<file path="config.mk">
export PLATFORM = sky130hd
export DESIGN_NAME = serial_subtractor
export DESIGN_NICKNAME = d
export VERILOG_FILES = /design/src/rtl/serial_subtractor.sv
export SDC_FILE = /design/constraint.sdc
export NUM_CORES = 1
export LEC_CHECK = 0
export ABC_AREA = 1
export CAP_MARGIN = 20
export CORE_UTILIZATION = 45
export DETAILED_ROUTE_END_ITERATION = 10
export PLACE_DENSITY = 0.72
export SLEW_MARGIN = 20
export SYNTH_ARGS = -nofsm -noshare
export SYNTH_HDL_FRONTEND = slang
export SYNTH_SLANG_ARGS = --single-unit
</file>
<file path="constraint.sdc">
create_clock -name clk -period 6.9 [get_ports clk]
set_clock_uncertainty 0.15 [all_clocks]
set_input_delay 1.725 -clock clk [delete_from_list [all_inputs] [get_ports clk]]
set_output_delay 1.725 -clock clk [all_outputs]
set_load 0.02 [all_outputs]
</file>
<file path="src/rtl/serial_subtractor.sv">
// serial_subtractor: computes a - b - borrow_in over N/W clocks, one W-bit chunk per clock.
// A registered borrow links the chunks, and valid/ready handshakes sit on both sides.
module serial_subtractor #(
    parameter int N = 16,
    parameter int W = 4
) (
    input  logic         clk,
    input  logic         rst,
    input  logic         in_valid,
    output logic         in_ready,
    input  logic [N-1:0] a,
    input  logic [N-1:0] b,
    input  logic         borrow_in,
    output logic         out_valid,
    input  logic         out_ready,
    output logic [N-1:0] diff,
    output logic         borrow_out
);
    localparam int C = (W > 0) ? N / W : 1;
    localparam int CW = (C > 1) ? $clog2(C) : 1;
    localparam logic [CW-1:0] LAST = CW'(C - 1);
    localparam logic [1:0] S_IDLE = 2'd0;
    localparam logic [1:0] S_CALC = 2'd1;
    localparam logic [1:0] S_DONE = 2'd2;

    if (W < 1 || W > N || N % ((W < 1) ? 1 : W) != 0) begin : g_bad_w
        $error("serial_subtractor: W must satisfy 1 <= W <= N and divide N");
    end

    logic [1:0]    r_state;
    logic [CW-1:0] r_cnt;
    logic [N-1:0]  r_a;
    logic [N-1:0]  r_b;
    logic [N-1:0]  r_diff;
    logic          r_borrow;
    logic          r_borrow_out;
    logic [W:0]    w_sub;
    int            w_pos;

    // Operand registers shift right each chunk, so the live chunk is always the low W bits.
    assign w_sub = {1'b0, r_a[W-1:0]} - {1'b0, r_b[W-1:0]} - {{W{1'b0}}, r_borrow};
    assign w_pos = int'(r_cnt) * W;
    assign in_ready = r_state == S_IDLE;
    assign out_valid = r_state == S_DONE;
    assign diff = r_diff;
    assign borrow_out = r_borrow_out;

    always_ff @(posedge clk) begin
        if (rst) begin
            r_state <= S_IDLE;
            r_cnt <= '0;
            r_borrow <= 1'b0;
            r_diff <= '0;
            r_borrow_out <= 1'b0;
        end else if (r_state == S_IDLE) begin
            if (in_valid) begin
                r_a <= a;
                r_b <= b;
                r_borrow <= borrow_in;
                r_cnt <= '0;
                r_diff <= '0;
                r_state <= S_CALC;
            end
        end else if (r_state == S_CALC) begin
            r_diff[w_pos +: W] <= w_sub[W-1:0];
            r_borrow <= w_sub[W];
            r_a <= r_a >> W;
            r_b <= r_b >> W;
            r_cnt <= r_cnt + 1'b1;
            if (r_cnt == LAST) begin
                r_borrow_out <= w_sub[W];
                r_state <= S_DONE;
            end
        end else if (r_state == S_DONE) begin
            if (out_ready) r_state <= S_IDLE;
        end else begin
            r_state <= S_IDLE;
        end
    end
endmodule

</file>
; After elaboration in Yosys (flattened, before gate mapping)
; Cells that the tools add are included.
[classes]
add_sub_neg = 4
n_shift = 2
reduce_logical = 6
n_eq_ne = 6
mux = 22
bitwise_logic = 2
[ops]
columns = cell, n
row1 = 16-bit two-way mux, 9
row2 = 4-bit negation with 33-bit output, 1
row3 = "4-bit by 33-bit variable shift with 16-bit output, first input constant", 1
row4 = 4-bit by 33-bit variable part select with 16-bit output, 1
row5 = 2-bit two-way mux, 9
row6 = 16-bit bitwise mux, 1
row7 = 3-bit AND reduction, 3
row8 = 4-bit by 4-bit subtractor with 5-bit output, 1
row9 = 5-bit by 1-bit subtractor with 5-bit output, 1
row10 = "2-bit equality test, second input constant", 2
row11 = "4-bit by 2-bit inequality test with 1-bit output, second input constant", 1
row12 = 1-bit two-way mux, 3
row13 = "3-bit by 2-bit inequality test with 1-bit output, second input constant", 1
row14 = "2-bit by 1-bit adder with 2-bit output, second input constant", 1
row15 = "2-bit by 1-bit equality test with 1-bit output, second input constant", 1
row16 = 2-bit logical NOT, 1
row17 = "2-bit inequality test, second input constant", 1
row18 = 1-bit NOT, 2
row19 = 2-bit AND reduction, 1
row20 = 2-bit nonzero test, 1
[word_totals]
output_inout_bits = 19
input_bits = 37
wordCells = 49
ff_bits = 54

; Depth between registers and ports, before layout
; Gate-level depths: netlist of run 1.
[depth]
word_depth = 6
ltp_mapped = 11
ltp_nobuf = 11

; Worst setup path before layout of run 1
; OpenSTA, ideal clock, no wires.
[synth_timing]
path_kind = input to register
start = input in_valid
end = register r_a[0] (enable)
setup_ps = 421
n_path_buf = 0
required_time_ps = 6329
stages = 4
t_arrival_ps = 3343
path_slack_ps = 2986
path_cell_list = nand2_1 > nand2_2 > inv_1 > nor2_1
[synth_via]
elab_chain_len = 2
[synth_lines]
columns = element, line
row1 = from (decl), 9  ; input logic in_valid,
row2 = 2-bit inequality test (no source line), n/a
row3 = 3-bit AND reduction (no source line), n/a
row4 = to (signal assigned), 67  ; r_a <= r_a >> W;
row5 = to (decl), 32  ; logic [N-1:0] r_a;
; Every way passes these cells.
; A chain may end at the register's enable or synchronous reset.

; Worst setup path after layout of run 1
[layout_timing]
start = register r_state[0]
end = output in_ready
[layout_via]
elab_chain_len = 1
[layout_lines]
columns = element, line
row1 = from (decl), 30  ; logic [1:0] r_state;
row2 = from (signal assigned), 50  ; r_state <= S_IDLE;
row3 = from (signal assigned), 62  ; r_state <= S_CALC;
row4 = from (signal assigned), 72  ; r_state <= S_DONE;
row5 = 2-bit logical NOT, 43  ; assign in_ready = r_state == S_IDLE;
row6 = to (decl), 10  ; output logic in_ready,
; Every way passes these cells.

==> flow_metrics.py, run 1 <==
metrics = {
    "power_and_ir_drop": {
        "seqPwrFrac_pct": 57.0,
        "max-vdd-ir-drop_mv": 0.147,
        "power_density_nw_per_um2": 201,
        "power_frac_comb_pct": 17.7,
        "power_switching_mw": 0.170,
        "p_clk_share_pct": 25.2,
        "switching_share_pct": 26.2,
        "intPower_mw": 0.479,
        "p_leak_nw": 1.37,
    },
    "clock_network": {
        "cts_sinks": 54,
        "cts_setup_buffers": 0,
        "cts_made_buffers": 5,
        "clkTransAtPathRegs_ns": 0.09,
        "clock_path_buffers": 2,
        "cts_hold_buf": 0,
        "clock_latency_ns": 0.30,
        "cts-root-buf": "clkbuf_8",
        "cts_resized": 0,
        "cts_tree": "done",
        "htree_levels": 2,
    },
    "layout": {
        "n_antenna_cell": 0,
        "num-fill-cells": 470,
        "area_growth_pct": 28.0,
        "drive_gt1_share_pct": 4.32,
        "final_area_um2": 3220,
        "instances_no_fill": 417,
        "fin_nets": 395,
    },
    "floorplanning": {
        "io_pins": 56,
        "die_area_um2": 5890,
        "die_x_um": 76.8,
        "std_cell_rows": 26,
        "initial_core_util_pct": 48.0,
        "die_y_um": 76.8,
        "core_um2": 5240,
    },
    "place": {
        "dp_worst_setup_slack_ns": 3.23,
        "port_buffers": 55,
        "dpl.hpwl_um": 3340,
        "place_area_um2": 3140,
        "gp_congestion": 0.794,
        "dpl.cell_count": 409,
    },
    "detailed_routing": {
        "drt_first_pass_iters": 4,
        "antenna_left": 0,
        "wl_um": 4520,
        "routed_via_density": 4.63,
        "wl_per_cell_um": 10.8,
        "num_vias": 1929,
        "drtIter0Drc": 148,
        "drc": 0,
    },
    "yosys": {
        "synth_seq_cells": 54,
        "syn_area_per_cell_um2": 8.71,
        "synth_nets": 338,
        "synth_cell_types": 25,
        "syn-instance-count": 289,
        "synth_flop_cell": "edfxtp_1",
        "synth_warnings": 0,
        "async_flop_share_pct": 0,
        "seq_area_frac_synth_pct": 55.7,
        "synth_area_um2": 2520,
        "synth-edff-count": 32,
    },
    "min_path": {
        "hold_class": "reg -> reg",
        "whs_path_depth": 2,
        "hold_end": "diff[9]$_SDFFE_PP0P_",
        "hp-start": "diff[9]$_SDFFE_PP0P_",
    },
    "timing": {
        "min_period_ns": 3.59,
        "finalSetupViolCount": 0,
        "fin_crit_sh_pct": 52.0,
        "relSlewSlack_pct": 48.6,
        "setup_ws_ns": 3.31,
        "hold_slack_ns": 0.320,
        "hold_violations": 0,
        "rsz0062_at_grt": "false",
        "slew_violations": 0,
        "tns_ns": 0,
        "tightestPinTransition_ns": 0.768,
        "fmax_mhz": 279,
    },
    "global_routing": {
        "grt_max_degree": 37,
        "grt_pass1_wl_um": 7970,
        "grt_usage_pct": 16.9,
        "first_global_vias": 1868,
        "gr-total-overflow": 0,
        "grt_antenna_before_repair": 0,
    },
    "worst_setup_path": {
        "endpoint_kind": "output port",
        "cp_data_arrival_time_ns": 1.71,
        "worstSetupStartpointType": "flip-flop",
        "r2r_slack_ns": 4.67,
        "reg2regPathDepth": 7,
        "timing.rr.end": "diff[4]$_SDFFE_PP0P_",
        "worstPathRequired_ns": 5.03,
        "timing.rr.start": "r_a[0]$_DFFE_PP_",
        "path_class": "reg -> out",
        "crit_path_max_fanout": 27,
    },
    "outcome": {
        "status": "finished, final reports clean",
    },
    "flow_run": {
        "max_cap_violations": 0,
    },
}
==> state kept, by name (all words and copies together) (netlist names) <==
name        cells
borrow_out      1
diff           16
r_a            16
r_b            16
r_borrow        1
r_cnt           2
r_state         2
==> synth_stat cells, types with 2 or more instances <==
cell type	n	area (um^2)
edfxtp_1	32	961
clkbuf_1	4	15.0
dfxtp_1	22	440
a21oi_1	19	95.1
nor2_2	2	12.5
ha_1	10	125
nand2_1	105	394
o21ai_1	2	10.0
o21ai_0	4	20.0
inv_1	37	139
buf_2	3	15.0
fa_1	2	40.0
nor2_1	21	78.8
a22oi_1	3	22.5
nand4_1	4	25.0
nand3_1	8	40.0
o21ai_2	2	17.5
nor3_1	2	10.0
==> per-stage QoR <==
stage          power (mW)  util, %
5_1_grt             0.684     61.5
3_3_place_gp        0.491     60.0
6_report            0.649     61.5
3_5_place_dp        0.494     60.0
2_1_floorplan       0.449        -
4_1_cts             0.654     61.5
==> final cells by class <==
type                            count  area, um^2  area share, %
Inverter                           39         146           4.54
Tap cell                           70        87.6           2.72
Multi-Input combinational cell    189         941           29.2
Clock inverter                      3        11.3          0.350
Clock buffer                        5        68.8           2.14
Sequential cell                    54        1400           43.5
Timing Repair Buffer               57         566           17.6
==> routing by layer <==
metal,wire (um),vias to the layer above,GRT usage (%)
met4,46,0,5.19
met3,204,6,3.81
met1,2080,848,20.9
met2,2180,43,29.2
li1,-,1032,-
met5,0,-,0
==> critical path: stages, from the launching register on <==
cell	delay, ns
dfxtp_1	0.37
nor2_2	0.09
buf_4	0.28
clkdlybuf4s50_1	0.67
==> power by group through the flow <==
stage / clock [mW] / sequential [mW] / combinational [mW]
2_1_floorplan: 0 / 0.378 / 0.0707
3_3_place_gp: 0 / 0.377 / 0.114
3_5_place_dp: 0 / 0.377 / 0.116
4_1_cts: 0.167 / 0.370 / 0.117
5_1_grt: 0.179 / 0.372 / 0.133
6_report: 0.164 / 0.370 / 0.115
==> worst max-delay path by stage <==
stage                                  from                    end  slack (ns)  cells after the start
floorplan                          in_valid       r_a[0]$_DFFE_PP_        2.99                      4
global placement                        rst  r_b[13]$_SDFFCE_PN0P_        3.27                      3
detailed placement                      rst       r_b[9]$_DFFE_PP_        3.23                      3
CTS                 r_state[0]$_SDFFE_PP0P_               in_ready        3.29                      3
global route        r_state[0]$_SDFFE_PP0P_               in_ready        3.21                      3
finish              r_state[0]$_SDFFE_PP0P_               in_ready        3.31                      3
==> kinds of logic after synthesis <==
logic type	count (synthesis)	synth area share, %
AND/OR/NAND/NOR	144	23.2
flip-flops	54	55.7
buffers and inverters	46	7.01
AO/OA/AOI/OAI	31	6.86
adder cells (fa/ha/maj)	12	6.56
XOR/XNOR	2	0.696
==> layout by cell type, fill, tap and decap left out <==
cell type and instances:
a211oi_1 1, a21oi_1 19, a22oi_1 3, buf_4 2
clkbuf_8 5, clkdlybuf4s50_1 55, clkinv_1 4, dfxtp_1 22
edfxtp_1 32, fa_1 2, ha_1 10, inv_1 37
inv_2 1, nand2_1 105, nand2_2 1, nand3_1 8
nand4_1 4, nor2_1 20, nor2_2 3, nor3_1 2
nor3_4 1, o21ai_0 4, o21ai_1 2, o21ai_2 2
xnor2_1 1, xor2_1 1
No activity file was read; power rests on OpenSTA's default activity.
==> run 2: changes to the inputs <==
clock period = 3.4 ns   (was 6.9 ns; I/O delays follow)
==> flow_metrics.py, run 2 (synthesis results as in run 1) <==
metrics = {
    "place": {
        "port_buffers": 55,
        "dpl.cell_count": 410,
        "gp_congestion": 0.833,
        "dpl.hpwl_um": 3650,
        "place_area_um2": 3150,
    },
    "layout": {
        "final_common_cell": "nand2_1",
        "instances_no_fill": 418,
        "area_growth_pct": 29.6,
        "num-fill-cells": 460,
        "n_antenna_cell": 0,
        "fin_nets": 396,
        "drive_gt1_share_pct": 5.17,
        "final_area_um2": 3260,
        "mostFrequentLayoutCells": "nand2_1 (105), clkdlybuf4s50_1 (55), inv_1 (37)",
    },
    "power_and_ir_drop": {
        "p_leak_nw": 1.39,
        "switching_share_pct": 25.8,
        "p_clk_share_pct": 30.3,
        "design_power_total_mw": 1.42,
        "power_density_nw_per_um2": 436,
        "intPower_mw": 1.06,
        "seqPwrFrac_pct": 52.9,
        "power_frac_comb_pct": 16.8,
        "power_switching_mw": 0.366,
        "max-vdd-ir-drop_mv": 0.274,
    },
    "clock_network": {
        "clkTransAtPathRegs_ns": 0.10,
        "cts_sinks": 54,
        "clock_path_buffers": 2,
        "cts_tree": "done",
        "clock_latency_ns": 0.31,
        "cts_setup_buffers": 0,
        "cts_resized": 0,
        "htree_levels": 2,
        "cts-root-buf": "clkbuf_8",
        "cts_hold_buf": 0,
        "cts_made_buffers": 5,
    },
    "worst_setup_path": {
        "startpoint": "r_state[1]$_SDFFE_PP0P_",
        "path_class": "reg -> out",
        "crit_slowest_cell": "clkdlybuf4s50_1",
        "endpoint_kind": "output port",
        "cp_data_arrival_time_ns": 1.53,
        "timing.rr.start": "r_a[0]$_DFFE_PP_",
        "worstPathRequired_ns": 2.40,
        "slowest_delay_ns": 0.64,
        "r2r_slack_ns": 1.19,
        "cp_cell_sequence": "inv_1 > nor2_1 > clkdlybuf4s50_1",
        "worstSetupStartpointType": "flip-flop",
        "crit_path_max_fanout": 4,
    },
    "timing": {
        "min_period_ns": 2.53,
        "relSlewSlack_pct": 61.3,
        "finalSetupViolCount": 0,
        "fmax_mhz": 395,
        "rsz0062_at_grt": "false",
        "tightestPinTransition_ns": 0.579,
        "hold_violations": 0,
        "slew_violations": 0,
        "hold_slack_ns": 0.319,
        "fin_crit_sh_pct": 74.4,
        "tns_ns": 0,
    },
    "global_routing": {
        "grt_usage_pct": 18.3,
        "gr-total-overflow": 0,
        "grt_pass1_wl_um": 8420,
        "grt_max_degree": 37,
        "grt_antenna_before_repair": 0,
        "first_global_vias": 1882,
    },
    "floorplanning": {
        "initial_core_util_pct": 48.0,
        "die_area_um2": 5890,
        "io_pins": 56,
        "die_x_um": 76.8,
        "core_um2": 5240,
        "std_cell_rows": 26,
        "die_y_um": 76.8,
    },
    "min_path": {
        "hold_class": "reg -> reg",
        "hp-start": "diff[9]$_SDFFE_PP0P_",
    },
    "detailed_routing": {
        "wl_per_cell_um": 11.8,
        "drtIter0Drc": 146,
        "num_vias": 1988,
        "routed_via_density": 4.76,
        "wl_um": 4920,
        "drt_first_pass_iters": 4,
        "antenna_left": 0,
        "drc": 0,
    },
    "flow_run": {
        "max_cap_violations": 0,
    },
    "outcome": {
        "status": "finished, final reports clean",
    },
}
## run 2: changes by cell type in the layout (fill, tap and decap cells not counted), sizes merged
cell	change
buf	+1
bufinv	+1
clkinv	-2
inv	+1
## run 2: area by class of cell
| cell class | count | area [um^2] | area share (%) |
|---|---|---|---|
| sequential | 54 | 1400 | 43.0 |
| multi-input combinational | 189 | 941 | 28.9 |
| timing repair buffer | 58 | 573 | 17.6 |
| inverter | 39 | 146 | 4.49 |
| tap | 70 | 87.6 | 2.69 |
| clock buffer | 5 | 68.8 | 2.11 |
| clock inverter | 3 | 42.5 | 1.30 |
## run 2: through the flow
step / util (%) / setup slack (ns)
5_1_grt: 62.3 / 0.728
6_report: 62.3 / 0.870
3_5_place_dp: 60.1 / 0.792
2_1_floorplan: - / 0.361
3_3_place_gp: 60.1 / 0.832
4_1_cts: 62.3 / 0.854
## run 2: routing by layer
metal,vias to the layer above,global-route usage (%),wire length [um]
li1,1034,-,-
met2,42,30.0,2430
met5,-,0,0
met3,7,3.33,187
met4,0,6.35,61
met1,905,24.1,2240
## run 2: path summary, 6_finish.rpt
kind	depth (start not counted)	endpoint
worst max-delay path	3	out_valid
worst min-delay path	2	diff[9]$_SDFFE_PP0P_
worst max register to register	7	diff[4]$_SDFFE_PP0P_
worst min register to register	2	diff[9]$_SDFFE_PP0P_
## run 2: critical path, delay by kind of cell, from the launching register on
kind	cells	cell delay, ns
flops	1	0.35
buf+inv	2	0.72
simple gates	1	0.15
## run 2: power by group through the flow
stage | sequential (mW) | clock (mW) | combinational [mW]
6_report | 0.752 | 0.431 | 0.239
5_1_grt | 0.756 | 0.469 | 0.271
4_1_cts | 0.752 | 0.439 | 0.242
3_5_place_dp | 0.767 | 0 | 0.241
3_3_place_gp | 0.765 | 0 | 0.233
2_1_floorplan | 0.767 | 0 | 0.144
==> run 3: changes to the inputs <==
clock period = 2.6 ns   (was 3.4 ns; I/O delays follow)
==> flow_metrics.py, run 3 (synthesis results as in run 1) <==
metrics = {
    "layout": {
        "final_util_pct": 61.9,
        "n_antenna_cell": 0,
        "final_common_cell": "nand2_1",
        "mostFrequentLayoutCells": "nand2_1 (105), clkdlybuf4s50_1 (55), inv_1 (37)",
        "area_growth_pct": 28.9,
        "drive_gt1_share_pct": 5.14,
        "fin_nets": 398,
    },
    "timing": {
        "tns_ns": 0,
        "rsz0062_at_grt": "false",
        "hold_violations": 0,
        "hold_slack_ns": 0.317,
        "min_period_ns": 2.33,
        "fin_crit_sh_pct": 89.7,
        "setup_ws_ns": 0.267,
        "relSlewSlack_pct": 65.3,
        "tightestPinTransition_ns": 0.515,
        "fmax_mhz": 429,
        "slew_violations": 0,
        "finalSetupViolCount": 0,
    },
    "floorplanning": {
        "std_cell_rows": 26,
        "io_pins": 56,
        "die_x_um": 76.8,
        "die_y_um": 76.8,
        "core_um2": 5240,
        "initial_core_util_pct": 48.0,
        "die_area_um2": 5890,
    },
    "place": {
        "dpl.hpwl_um": 3700,
        "port_buffers": 55,
        "dp_worst_setup_slack_ns": 0.326,
        "gp_congestion": 0.866,
    },
    "worst_setup_path": {
        "slowest_delay_ns": 0.63,
        "cp_data_arrival_time_ns": 1.53,
        "critical_path_depth": 3,
        "endpoint_kind": "output port",
        "crit_buf_inv": 2,
        "timing.rr.end": "diff[7]$_SDFFE_PP0P_",
        "crit_family": "buffers and inverters",
        "cp_cell_sequence": "inv_1 > nor2_1 > clkdlybuf4s50_1",
        "worstPathRequired_ns": 1.80,
        "reg2regPathDepth": 8,
        "crit_end": "out_valid",
        "r2r_slack_ns": 0.43,
        "worstSetupStartpointType": "flip-flop",
        "crit_slowest_cell": "clkdlybuf4s50_1",
        "path_class": "reg -> out",
        "timing.rr.start": "r_a[0]$_DFFE_PP_",
        "startpoint": "r_state[1]$_SDFFE_PP0P_",
        "crit_path_max_fanout": 4,
    },
    "clock_network": {
        "cts-root-buf": "clkbuf_8",
        "cts_made_buffers": 5,
        "htree_levels": 2,
        "cts_tree": "done",
        "cts_sinks": 54,
        "clock_path_buffers": 2,
        "cts_setup_buffers": 0,
        "cts_resized": 0,
        "cts_hold_buf": 0,
        "clock_latency_ns": 0.30,
        "clkTransAtPathRegs_ns": 0.09,
    },
    "detailed_routing": {
        "drt_first_pass_iters": 4,
        "wl_per_cell_um": 11.8,
        "routed_via_density": 4.80,
        "drc": 0,
        "drtIter0Drc": 121,
        "num_vias": 2017,
        "antenna_left": 0,
        "wl_um": 4960,
    },
    "min_path": {
        "whs_path_depth": 2,
        "hold_class": "reg -> reg",
    },
    "global_routing": {
        "grt_max_degree": 33,
        "first_global_vias": 2008,
        "grt_antenna_before_repair": 0,
        "grt_usage_pct": 19.0,
        "grt_pass1_wl_um": 8790,
        "gr-total-overflow": 0,
    },
    "power_and_ir_drop": {
        "power_density_nw_per_um2": 539,
        "p_leak_nw": 1.39,
        "max-vdd-ir-drop_mv": 0.371,
    },
    "outcome": {
        "status": "finished, final reports clean",
    },
    "flow_run": {
        "max_cap_violations": 0,
    },
}
run 3: cell types whose count changed in the layout (fill, tap and decap cells not counted), sizes merged:
cell	delta
bufinv	-1
clkinv	-1
buf	+2
clkbuf	+3
inv	-1
run 3: metal layers:
| metal | vias to the layer above | wire, um | global-route usage [%] |
|---|---|---|---|
| met4 | 0 | 107 | 9.23 |
| met1 | 921 | 2250 | 24.3 |
| met3 | 9 | 175 | 3.33 |
| met2 | 48 | 2420 | 30.9 |
| li1 | 1039 | - | - |
| met5 | - | 0 | 0 |
run 3: worst register-to-register path: cells and delay by family, from the launching register on:
family | cells | cell delay (ns)
adders and majority gates | 2 | 0.74
and+or+nand+nor | 3 | 0.41
DFF | 1 | 0.40
AOI/OAI and AO/OA | 2 | 0.35
buffers and inverters | 1 | 0.06
run 3: power by group:
| part | switching [mW] | leakage, nW | total, mW | internal (mW) |
|---|---|---|---|---|
| Sequential | 0.0201 | 0.487 | 0.982 | 0.962 |
| Combinational | 0.182 | 0.860 | 0.315 | 0.132 |
| Clock | 0.261 | 0.0395 | 0.453 | 0.192 |
| Total | 0.463 | 1.39 | 1.75 | 1.29 |
run 3: cell type report:
cell class                 instances  area, um^2
timing repair buffer              60         588
tap                               70        87.6
multi-input combinational        189         941
fill                             479        1990
inverter                          39         146
sequential                        54        1400
clock buffer                       8        80.1
run 3: worst min path at each step:
stage | slack [ns] | start | to
after floorplan | 0.29 | r_borrow$_SDFFE_PP0P_ | r_borrow$_SDFFE_PP0P_
after global placement | 0.30 | diff[3]$_SDFFE_PP0P_ | diff[3]$_SDFFE_PP0P_
after detailed placement | 0.30 | diff[2]$_SDFFE_PP0P_ | diff[2]$_SDFFE_PP0P_
after CTS | 0.32 | diff[2]$_SDFFE_PP0P_ | diff[2]$_SDFFE_PP0P_
after global routing | 0.34 | diff[2]$_SDFFE_PP0P_ | diff[2]$_SDFFE_PP0P_
final | 0.32 | diff[2]$_SDFFE_PP0P_ | diff[2]$_SDFFE_PP0P_
run 3: stage by stage:
step	instance area (um^2)	total power, mW	instances
finish	3240	1.75	420
CTS	3240	1.76	420
global route	3240	1.85	420
detailed placement	3160	1.32	412
floorplan	2520	1.19	289
global placement	3160	1.31	412
